## config.mk

```make
export PLATFORM = sky130hd
export DESIGN_NAME = word_packer
export DESIGN_NICKNAME = d
export VERILOG_FILES = /design/src/rtl/word_packer.sv
export SDC_FILE = /design/constraint.sdc
export NUM_CORES = 1
export LEC_CHECK = 0
export BUFFER_PORTS_ARGS = -buffer_cell sky130_fd_sc_hd__buf_4
export CAP_MARGIN = 5
export CORE_MARGIN = 2
export CORE_UTILIZATION = 40
export CTS_BUF_LIST = sky130_fd_sc_hd__clkbuf_4 sky130_fd_sc_hd__clkbuf_8
export CTS_CLUSTER_DIAMETER = 40
export DETAILED_ROUTE_END_ITERATION = 7
export GPL_ROUTABILITY_DRIVEN = 0
export SLEW_MARGIN = 25
export SYNTH_ARGS = -nofsm -noshare
export SYNTH_HDL_FRONTEND = slang
export SYNTH_SLANG_ARGS = --single-unit
```

## constraint.sdc

```tcl
create_clock -name clk -period 1.4 [get_ports clk]
set_input_delay 0.07 -clock clk [delete_from_list [all_inputs] [get_ports clk]]
set_output_delay 0.07 -clock clk [all_outputs]
set_load 0.05 [all_outputs]
```

## src/rtl/word_packer.sv

```systemverilog
// word_packer: serial-to-parallel packer.
// Collects LANES beats of DIN_W bits into one DIN_W*LANES-bit word held in a
// registered output slot with its own valid/ready handshake. Lane order
// (MSB-first / LSB-first) is latched per word; a partial word can be flushed.
//
// Optional feature: define WORD_PACKER_PARITY_EN to add the dout_par output
// (even parity of the word loaded into dout).
//
// Ports:
//   clk, rst_n            clock, asynchronous active-low reset
//   din, din_valid        input beat and its valid
//   din_ready             beat accepted when din_valid && din_ready (combinational)
//   msb_first             lane order for the word being started
//   flush                 request to emit the current partial word
//   dout, dout_valid      registered assembled word and its valid
//   dout_ready            consumer accepts the word
//   fill_count            beats currently held in the assembly register
//   dout_par              parity of dout (WORD_PACKER_PARITY_EN only)
module word_packer #(
  parameter  int unsigned DIN_W  = 4,
  parameter  int unsigned LANES  = 2,
  localparam int unsigned DOUT_W = DIN_W * LANES,
  localparam int unsigned CW     = $clog2(LANES)
) (
  input  logic              clk,
  input  logic              rst_n,
  input  logic [DIN_W-1:0]  din,
  input  logic              din_valid,
  output logic              din_ready,
  input  logic              msb_first,
  input  logic              flush,
  output logic [DOUT_W-1:0] dout,
  output logic              dout_valid,
  input  logic              dout_ready,
  output logic [CW-1:0]     fill_count
`ifdef WORD_PACKER_PARITY_EN
  ,
  output logic              dout_par
`endif
);

  localparam logic [CW-1:0] LAST = CW'(LANES - 1);

  logic [DOUT_W-1:0] asm_q, asm_wr, asm_d;
  logic [DOUT_W-1:0] dout_d;
  logic [CW-1:0]     fill_d, lane;
  logic [CW:0]       cnt_post;
  logic              order_q, order_d, order_cur;
  logic              pend_q, pend_d;
  logic              valid_d;
  logic              slot_free, accept, complete, flush_req, do_flush, emit;
`ifdef WORD_PACKER_PARITY_EN
  logic              par_d;
`endif

  // Next-state and handshake logic
  always_comb begin
    slot_free = !dout_valid || dout_ready;
    din_ready = ((fill_count != LAST) && !pend_q) || slot_free;
    accept    = din_valid && din_ready;

    // Order is taken live on the first beat of a word, latched afterwards
    order_cur = (fill_count == '0) ? msb_first : order_q;
    lane      = order_cur ? (LAST - fill_count) : fill_count;

    asm_wr = asm_q;
    for (int k = 0; k < int'(LANES); k++) begin
      if (accept && (lane == CW'(k))) begin
        asm_wr[k*DIN_W +: DIN_W] = din;
      end
    end

    cnt_post  = (CW+1)'(fill_count) + (CW+1)'(accept);
    complete  = accept && (fill_count == LAST);
    // A pending flush behaves like a fresh request until the slot frees
    flush_req = flush || pend_q;
    do_flush  = flush_req && (cnt_post != '0) && slot_free && !complete;
    emit      = complete || do_flush;

    asm_d   = asm_wr;
    fill_d  = accept ? (fill_count + CW'(1)) : fill_count;
    order_d = (accept && (fill_count == '0)) ? msb_first : order_q;
    dout_d  = dout;
    valid_d = dout_valid && !dout_ready;
    pend_d  = flush_req && (cnt_post != '0) && !complete;
`ifdef WORD_PACKER_PARITY_EN
    par_d   = dout_par;
`endif

    if (emit) begin
      dout_d  = asm_wr;
      valid_d = 1'b1;
      fill_d  = '0;
      asm_d   = '0;
      pend_d  = 1'b0;
`ifdef WORD_PACKER_PARITY_EN
      par_d   = ^asm_wr;
`endif
    end
  end

  // State and output registers
  always_ff @(posedge clk or negedge rst_n) begin
    if (!rst_n) begin
      asm_q      <= '0;
      fill_count <= '0;
      order_q    <= 1'b0;
      pend_q     <= 1'b0;
      dout       <= '0;
      dout_valid <= 1'b0;
`ifdef WORD_PACKER_PARITY_EN
      dout_par   <= 1'b0;
`endif
    end else begin
      asm_q      <= asm_d;
      fill_count <= fill_d;
      order_q    <= order_d;
      pend_q     <= pend_d;
      dout       <= dout_d;
      dout_valid <= valid_d;
`ifdef WORD_PACKER_PARITY_EN
      dout_par   <= par_d;
`endif
    end
  end

endmodule

```

==> impl_results.md <==
- Run status: finished with violations
- Violated checks: negative setup slack
- Area of the core: 0.002212 mm2
- CTS tree: yes
- Largest stage delay, worst path: 0.42 ns
- Final Worst Setup Slack: -0.06666 ns
- Routed len/inst: between 10 and 15 um
- Worst r2r dst: dout[0]$_DFFE_PN0P_
- Fmax: 681.8 MHz
- Site row count: 17
- Share of cells above drive strength 1: between 60% and 70%
- Final hold viol count: 0
- Worst Tran Pin Value: 0.3986 ns
- Syn. warnings: 0
- Worst slack, placed: -0.2219 ns
- Starting density of the core: between 40% and 50%
- Clk slew on worst S/H paths: around 0.10 ns
- CTS Buf Count: 3
- Worst-skew pair later-pin latency: between 0.2 and 0.3 ns
- Unrepaired setup endpoints after global routing: yes
- Max cap viols: 0
- Crit Path Max Fanout: 7
- Mapped Nets: between 80 and 90
- R2R setup slack: -0.07 ns
- Number of remaining DRC errors: 0
- Distinct cells, synth: 22
- Vias in the first global route: about 640
- Final Max Slew Viols: 0
- #FFs+latches synth: 20
- Critical path's slowest cell: dfrtp_2
- Critical Path Start Type: flip-flop
- HPWL after DPL: 1.217 mm
- Total number of vias: 691
- IO Port Bufs: 20
- Arrival time worst endpoint: 1.65 ns
- Final net count: 125
- Synth Cell Area: 935.9 um2
- Min cycle time layout: 1.467 ns
- Critical register-to-register path startpoint: fill_count$_DFFE_PN0P_
- Initial antenna violation count: 0
- Die H: 52.37 um
- Max IR drop VDD: 0.001262 V
- Worst path required time: 1.58 ns
- Via density: approximately 5
- Pleak: approximately 0.0006 uW
- Footprint of the multi-input gates: 506.7 um2
- Chip width: 52.37 um
- Max clock buf depth: 2
- Pwr Density: ~2600 mW/mm2
- Worst path depth: 5
- Cell count after synthesis: 77
- Hold WC Path Type: input pin to flip-flop
- First-pass GRT wire length: around 3.1 mm
- Maximum number of pins on one net before global-route repair: 21
- Setup crit start: fill_count$_DFFE_PN0P_
- DIE AREA: 0.002743 mm2
- Clk_skew: roughly 0.0039 ns
- Final ANT Viol Nets: 0
- Crit path cell chain: buf_6 -> and2_4 -> o221ai_4 -> mux2i_2 -> a21oi_2
- Hold WS: 0.02637 ns
- CP top delay family: flip-flops
- WP buf/inv: 1
- WS Path Type: flip-flop to flip-flop
- Critical path capture point: dout[0]$_DFFE_PN0P_
- Period utilization: 104.8%
- Reg2Reg Depth: 5
- Io pins: 21
- P&R area growth vs syn: 44.39%
- Syn Area/Cell: approximately 12 um2
- H-tree depth: 1
- # fillers: 202
- Gr ovfl total: 0
- Worst Setup End Kind: flip-flop
- DRT iter0 DRCs: 5
- GRT Total Usage: approximately 16%
- Clk sinks: 20
- Sequential element share of the synthesized area: 53.48%
- Slew headroom: 73.37%
- Post-Route WL: 1.993 mm
- First-pass DRT Iterations: 4
- # diodes: 0
- CTS root buffer: clkbuf_4
- Final core occ: 61.09%
- Final Setup Violations: 16
- Register area: 503.0 um2
==> state kept, by name, indices dropped and copies added, names as in the netlist <==
signal      flops
order_q         1
fill_count      1
pend_q          1
asm_q           8
dout            8
dout_valid      1
==> logic make-up after synthesis <==
group	share of synthesized area [%]
simple gates	13.50
flops	53.48
compound gates	18.85
mux	9.760
buf+inv	4.412
==> final cells by class <==
type | count | area share, %
clock buffers | 3 | 1.667
well taps | 28 | 2.593
inverters | 2 | 0.5556
flip-flops and latches | 20 | 37.22
multi-input cells | 54 | 37.50
repair buffers | 34 | 20.46
==> how the worst min path moves through the flow <==
stage / start / endpoint / slack [ns] / depth (start not counted)
finish: msb_first / order_q$_DFFE_PN0P_ / 0.03 / 2
global route: msb_first / order_q$_DFFE_PN0P_ / 0.02 / 2
CTS: msb_first / order_q$_DFFE_PN0P_ / 0.01 / 2
detailed placement: rst_n / dout[5]$_DFFE_PN0P_ / -0.04 / 1
global placement: rst_n / asm_q[5]$_DFF_PN0_ / -0.04 / 1
floorplan: rst_n / asm_q[0]$_DFF_PN0_ / -0.23 / 0
==> worst reg2reg max path: stages, from the launching register on <==
cell      delay, ns
dfrtp_2        0.42
buf_6          0.13
and2_4         0.14
o221ai_4       0.27
mux2i_2        0.31
a21oi_2        0.08
==> timing repair <==
item                                   CTS  global route
buffers inserted                         4             5
resized for setup                       15             6
hold buffers                             1             0
setup endpoints to repair               20            21
endpoints found under the hold margin   20             0
gates cloned                             1             1
pin swaps                                4             8
==> power breakdown <==
part	internal, uW	switching (uW)
Combinational	896	1330
Clock	99.9	160
Sequential	844	150
==> synthesized netlist by cell type (all sizes together) <==
| master | count | area share [%] |
|---|---|---|
| o2111ai | 1 | 1.6 |
| o221ai | 1 | 2.8 |
| nor2 | 19 | 9.2 |
| o221a | 1 | 1.2 |
| and2 | 1 | 0.67 |
| inv | 2 | 0.80 |
| mux2 | 1 | 1.2 |
| o21ai | 3 | 1.6 |
| buf | 3 | 3.6 |
| dfrtp | 20 | 53 |
| mux2i | 8 | 8.6 |
| o31ai | 1 | 1.3 |
| nor2b | 1 | 0.67 |
| or2 | 1 | 0.67 |
| nand2 | 2 | 0.80 |
| a21oi | 11 | 10 |
| nand2b | 1 | 1.5 |
==> metrics by stage <==
| step | cell area, um2 | total power (uW) | cells | setup TNS (ns) |
|---|---|---|---|---|
| final | 1351 | 3485 | 141 | -0.5286 |
| after global routing | 1351 | 3693 | 141 | -1.782 |
| after CTS | 1274 | 3368 | 135 | -0.7696 |
| after detailed placement | 1150 | 2861 | 126 | -2.521 |
| after global placement | 1150 | 2832 | 126 | -2.074 |
| after floorplan | 968.4 | 2431 | 77 | -1.598 |
==> cell usage in the layout, fill, tap and decap left out, types with 3 or more instances in the layout <==
cell,count
a21oi_4,3
nor2_1,14
buf_6,5
dfrtp_1,18
buf_4,28
mux2i_2,7
a21oi_2,8
clkbuf_4,3
nor2_2,4
==> layer usage <==
layer / routed length, um / global-route usage, % / vias to the layer above
met3: 73 / 1.714 / 2
met4: 10 / 6.410 / 0
li1: - / - / 339
met5: 0 / 0 / -
met1: 889 / 21.91 / 336
met2: 1020 / 25.21 / 14
Power figures use the tool's default switching activity.
